## config.mk

```make
export PLATFORM = sky130hd
export DESIGN_NAME = cfa_diag_arbiter
export DESIGN_NICKNAME = d
export VERILOG_FILES = /design/src/rtl/cfa_diag_arbiter.sv
export SDC_FILE = /design/constraint.sdc
export NUM_CORES = 1
export LEC_CHECK = 0
export CORE_AREA = 2 2 160 162
export DETAILED_ROUTE_END_ITERATION = 6
export DIE_AREA = 0 0 162 164
export GPL_ROUTABILITY_DRIVEN = 0
export PLACE_DENSITY = 0.64
export SYNTH_ARGS = -nofsm -noshare
export SYNTH_HDL_FRONTEND = slang
export SYNTH_SLANG_ARGS = --single-unit
```

## constraint.sdc

```tcl
create_clock -name clk -period 19.15 [get_ports clk]
set_clock_uncertainty 0.1 [all_clocks]
set_input_delay 2.8725 -clock clk [delete_from_list [all_inputs] [get_ports clk]]
set_output_delay 2.8725 -clock clk [all_outputs]
set_load 0.05 [all_outputs]
```

## src/rtl/cfa_diag_arbiter.sv

```systemverilog
// rtl/cfa_diag_arbiter.sv - round-robin arbiter sharing one CFA diagonal-difference datapath among 4 channels
// Optional output clamp to [0, 2^DataBitWidth-1] when CFA_DIAG_CLAMP_EN is defined.
module cfa_diag_arbiter #(
  parameter int DataBitWidth = 12,
  parameter int NumReq       = 4
) (
  input  logic                               clk,
  input  logic                               rst,
  input  logic [NumReq-1:0]                  req,
  input  logic [NumReq*4*DataBitWidth-1:0]   req_g,
  input  logic [NumReq*4*DataBitWidth-1:0]   req_rb,
  output logic [NumReq-1:0]                  gnt,
  output logic                               resp_valid,
  output logic [1:0]                         resp_id,
  output logic [DataBitWidth+2:0]            resp_data,
  input  logic                               resp_ready
);

  localparam int RW = DataBitWidth + 3;
  localparam int CW = 4 * DataBitWidth;

  logic                 stall;
  logic [1:0]           ptr;
  logic [1:0]           cand;
  logic [1:0]           gnt_idx;
  logic                 gnt_any;
  logic [CW-1:0]        g_sel;
  logic [CW-1:0]        rb_sel;
  logic [RW-1:0]        sum_g;
  logic [RW-1:0]        sum_rb;
  logic signed [RW-1:0] diff;
  logic                 s1_valid;
  logic [1:0]           s1_id;
  logic signed [RW-1:0] s1_op;
  logic signed [RW-1:0] s1_res;
  logic [RW-1:0]        s2_next;

  assign stall = resp_valid & ~resp_ready;

  // Search begins one past the last granted channel.
  always_comb begin
    gnt     = '0;
    gnt_idx = ptr;
    gnt_any = 1'b0;
    cand    = '0;
    if (!rst && !stall) begin
      for (int i = 1; i <= 4; i++) begin
        cand = ptr + 2'(i);
        if (!gnt_any && req[cand]) begin
          gnt_any = 1'b1;
          gnt_idx = cand;
        end
      end
      gnt[gnt_idx] = gnt_any;
    end
  end

  always_comb begin
    g_sel  = req_g[gnt_idx*CW +: CW];
    rb_sel = req_rb[gnt_idx*CW +: CW];
    sum_g  = '0;
    sum_rb = '0;
    for (int t = 0; t < 4; t++) begin
      sum_g  = sum_g  + {3'b000, g_sel[t*DataBitWidth +: DataBitWidth]};
      sum_rb = sum_rb + {3'b000, rb_sel[t*DataBitWidth +: DataBitWidth]};
    end
    diff = sum_g - sum_rb;
  end

  assign s1_res = s1_op >>> 2;

`ifdef CFA_DIAG_CLAMP_EN
  localparam logic [RW-1:0] MaxVal = {3'b000, {DataBitWidth{1'b1}}};

  always_comb begin
    s2_next = s1_res;
    if (s1_res[RW-1])
      s2_next = '0;
    else if ($unsigned(s1_res) > MaxVal)
      s2_next = MaxVal;
  end
`else
  assign s2_next = s1_res;
`endif

  // Both stages advance together; a stall freezes the whole pipe.
  always_ff @(posedge clk) begin
    if (rst) begin
      ptr        <= 2'd3;
      s1_valid   <= 1'b0;
      s1_id      <= '0;
      s1_op      <= '0;
      resp_valid <= 1'b0;
      resp_id    <= '0;
      resp_data  <= '0;
    end else begin
      if (gnt_any)
        ptr <= gnt_idx;
      if (!stall) begin
        s1_valid <= gnt_any;
        if (gnt_any) begin
          s1_id <= gnt_idx;
          s1_op <= diff;
        end
        resp_valid <= s1_valid;
        if (s1_valid) begin
          resp_id   <= s1_id;
          resp_data <= s2_next;
        end
      end
    end
  end

endmodule
```

==> impl_metrics.yaml <==
worst_setup_path:
  end_kind: "register"
  start_kind: "primary input"
  crit_fanout: 67
  r2r_start: "ptr[1]$_SDFFE_PP1P_"
  slowest_delay_ns: 0.76
  crit_chain: "clkdlybuf4s50_1, buf_4, inv_1, nand2_1, nand2_1, a21boi_4, buf_4, a31oi_1, fa_1, inv_1, fa_1, fa_1, inv_1, fa_1, inv_1, fa_1, a21o_1, a21oi_1, o21bai_1, a221o_1, a211oi_1, or4_1, nand3_1"
  cp.buffers_inverters: 7
  rr_worst_depth: 21
  crit_arrival_ns: 10.11
  cp_data_required_time_ns: 19.21
  r2r_slack_ns: 11.82
  cp_slowest_cell: "a21boi_4"
  crit_path_start: "rst"
  cpMostUsedCell: "fa_1"
  r2r-end: "s1_op[13]$_SDFFE_PP0P_"
  crit_family: "adder cells"
  worstSetupPathType: "primary input to register"
yosys:
  yosysUniqueCellTypes: 57
  synth_area_per_cell_um2: 6.196
  synthMostInstantiatedCell: "nand2_1"
  synth_top_cell_area_share: 0.2586
  syn-num-nets: 1585
  ys_seq_elements: 34
  yosys_warnings: 0
  ys_seq_area_frac: 0.09914
  synthCells: 1108
  synthTopCellsByArea: "nand2_1 (26%), fa_1 (21%), dfxtp_1 (9.9%)"
  synth-main-ff-cell: "dfxtp_1"
  async_flop_share: 0
  syn_area_um2: 6865
  synth_common_cells: "nand2_1 (473), nand3_1 (113), inv_1 (90), fa_1 (73)"
  synth_edf_count: 0
  yosys.area.top_type: "nand2_1"
grt:
  grt_max_degree: 194
  grt_pass1_wl_um: 46330
  antenna_found_initial: 5
  grt_pass1_vias: 8497
  grt-ovfl-total: 0
  grt_usage: 0.2257
drt:
  ant_nets: 0
  wl_um: 31070
  first_pass_iters: 6
  drc_errors: 0
  vias: 8644
  drt_iter0_markers: 527
  vias_per_cell: 4.826
  wl_per_cell_um: 17.35
power:
  leakage_nw: 5.048
  p_per_area_nw_per_um2: 263.3
  max-vdd-ir-drop_v: 0.0002831
  power_mw: 2.985
timing:
  fin_tns_setup_ns: 0
  finalCritPeriodShare: 0.5245
  fin_crit_ns: 10.04
  report.final.slew_viol_count: 0
  timing.final.hold_violations: 0
  grt_setup_unrepaired: "false"
  setup_viol: 0
  slew_headroom: 0.3353
  clock.fmax_ghz: 0.09956
  worstMarginPinSlew_ns: 0.9971
clock_network:
  htree_levels: 2
  holdBufCountCts: 0
  cts.clk_slew.worst_paths_ns: 0.06
  cts_buffers: 5
  clk-insertion-delay-late_ns: 0.28
  cts_resized: 0
  clock_sink_count: 34
  clockBufferDepth: 2
  cts-root-buf: "clkbuf_16"
  tritoncts: "done"
  post_cts_buffers: 0
die:
  dieArea_um2: 26570
  start_util: 0.2766
  ios: 413
  rows: 58
  fp.dieW_um: 162
  die_h_um: 164
  core_area_um2: 24820
status:
  status: "finished, final reports clean"
placement:
  place.port_buffers: 412
  dp_hpwl_um: 25700
finish:
  area_growth_pct: 65.12
  fin_nets: 1934
  final.fill_count: 2596
  drive_gt1_frac: 0.02059
min_path:
  worst_hold_startpoint: "resp_data[1]$_SDFFE_PP0P_"
  holdPathStages: 2
  min_to: "resp_data[1]$_SDFFE_PP0P_"
  hold_path.class: "register to register"
run:
  drv_cap: 0
## stage by stage
stage	hold WS, ns	setup slack [ns]	cell area, um2	util	cells
after floorplan	0.3275	10.77	6865	-	1108
after detailed placement	0.3468	8.798	11160	0.4495	1780
after global placement	0.3487	8.878	11160	0.4495	1780
final	0.3525	9.106	11340	0.4567	1791
after global routing	0.3825	8.569	11340	0.4567	1791
after CTS	0.3551	9.060	11330	0.4563	1787
## power breakdown
part / switching (mW) / internal, mW
Sequential: 0.0115 / 0.106
Combinational: 1.55 / 1.22
Clock: 0.0301 / 0.0642
Total: 1.59 / 1.39
## layout by cell type, fill, tap and decap left out, types with 2 or more instances in the layout
cell and n:
a21oi_1 26, nor2_1 15, a311o_1 2, clkdlybuf4s50_1 412, a31oi_1 48, ha_1 13
xnor2_1 4, a211oi_1 3, fa_1 73, or3b_1 2, or3_1 5, o32a_2 2
inv_1 90, nand2b_1 5, dfxtp_1 34, diode_2 4, buf_4 6, and3_1 48
o31ai_2 2, nor3b_1 4, clkbuf_16 5, a21o_1 4, o2111ai_2 2, and2_1 2
a22o_1 2, o2111ai_1 3, nand2_1 473, o21ai_0 11, a2bb2oi_1 2, nor3_1 13
or2_2 4, nand3_1 113, o21a_1 2
## metal layers
layer / vias to the layer above / wire, um / GRT usage
met3: 48 / 2001 / 0.04066
met5: - / 13 / 0
met2: 316 / 14960 / 0.3957
met4: 2 / 875 / 0.05994
li1: 4302 / - / -
met1: 3976 / 13210 / 0.2856
## tightest hold or removal path, cell delays in order (launching register included)
cell     delay [ns]
dfxtp_1        0.30
nand2_1        0.05
a21oi_1        0.05
## state kept, by name, summed over array words and instances (netlist names)
register / cells
resp_valid: 1
resp_data: 13
s1_id: 2
s1_op: 13
ptr: 2
s1_valid: 1
resp_id: 2
## cell type report
type / count / area (um2) / area share
inverter: 90 / 337.8 / 0.02980
antenna: 4 / 10.01 / 0.0008830
tap: 330 / 412.9 / 0.03642
clock buffer: 6 / 138.9 / 0.01225
multi-input combinational: 907 / 5537 / 0.4884
sequential: 34 / 680.7 / 0.06004
clock inverter: 1 / 30.03 / 0.002649
timing repair buffer: 419 / 4189 / 0.3695
## logic make-up (layout without fill, tap and decap cells)
family          Yosys count  after routing  share of synthesized area
simple gates            692            692                     0.4328
buf+inv                 167            516                     0.1004
compound gates          124            124                     0.1247
fa+ha+maj                86             86                     0.2366
flops                    34             34                    0.09914
xor+xnor                  5              5                   0.006378
other cells               0              4                          0
## worst max path at each step
stage	cells after the start	to	slack, ns
3_5_place_dp	23	s1_op[13]$_SDFFE_PP0P_	8.80
2_1_floorplan	25	s1_op[13]$_SDFFE_PP0P_	10.77
4_1_cts	23	s1_op[13]$_SDFFE_PP0P_	9.06
5_1_grt	23	s1_op[13]$_SDFFE_PP0P_	8.57
6_report	23	s1_op[13]$_SDFFE_PP0P_	9.11
3_3_place_gp	23	s1_op[13]$_SDFFE_PP0P_	8.88
No activity file was read; power rests on OpenSTA's default activity.
==> RTL edit: new RTL, same flow settings <==
Set the parameter `NumReq` to 6 (it was 4).
--- a/src/rtl/cfa_diag_arbiter.sv
+++ b/src/rtl/cfa_diag_arbiter.sv
@@ -2,7 +2,7 @@
 // Optional output clamp to [0, 2^DataBitWidth-1] when CFA_DIAG_CLAMP_EN is defined.
 module cfa_diag_arbiter #(
   parameter int DataBitWidth = 12,
-  parameter int NumReq       = 4
+  parameter int NumReq       = 6
 ) (
   input  logic                               clk,
   input  logic                               rst,
Ports: changed (resized gnt, req, req_g and req_rb); port bits go from 413 to 609. No check against the original RTL was run, so the function may have changed too.
==> RTL edit against the unedited design <==
  * The flow now stops in I/O pin placement (3_2_place_iop)
  * Synthesized area rose by 0.71%
  * Synthesized cell count fell by 1.7%
==> RTL edit: results (changes against the unedited design) <==
First Err=[ERROR PPL-0024] Number of IO pins (609) exceeds maximum number of available positions (582). Increase the die perimeter from 652.00um to 828.24um.; Stop stage=I/O pin placement (3_2_place_iop); Synth async-reset ratio=0% (unchanged); Synth top cells by count=nand2_1 (232), nor2_1 (187), inv_1 (87), fa_1 (73), o21ai_0 (72); post-synthesis cell count=1089 (-1.7%); Synthesis Warnings=0 (unchanged); sequential area share after synthesis=9.84% (-0.070 points); status=stopped before the end; Distinct cells, synth=59 (+3.5%); synth top area cells=fa_1 (21%), nand2_1 (13%), nor2_1 (10%); std cell rows=58 (unchanged); #FFs+latches synth=34 (unchanged); Top FF cell, synth=dfxtp_1
RTL edit: cell count changes after synthesis, moves of 13 or more:
cell / unedited run / this run
clkbuf_1: 29 / 54
a211oi_1: 3 / 40
nor2_1: 15 / 187
and2_1: 2 / 39
nand2_1: 473 / 232
nand3_1: 113 / 66
nand3b_1: 0 / 13
o21ai_0: 11 / 72
and3_1: 48 / 3
buf_2: 32 / 10
RTL edit: kinds of logic after synthesis:
| group | synth area share (%) |
|---|---|
| AOI/OAI and AO/OA | 20.5 |
| and+or+nand+nor | 35.4 |
| adders and majority gates | 23.5 |
| muxes | 0.145 |
| other | 0.0542 |
| DFF | 9.84 |
| buffers and inverters | 9.79 |
| xor gates and xnor gates | 0.760 |
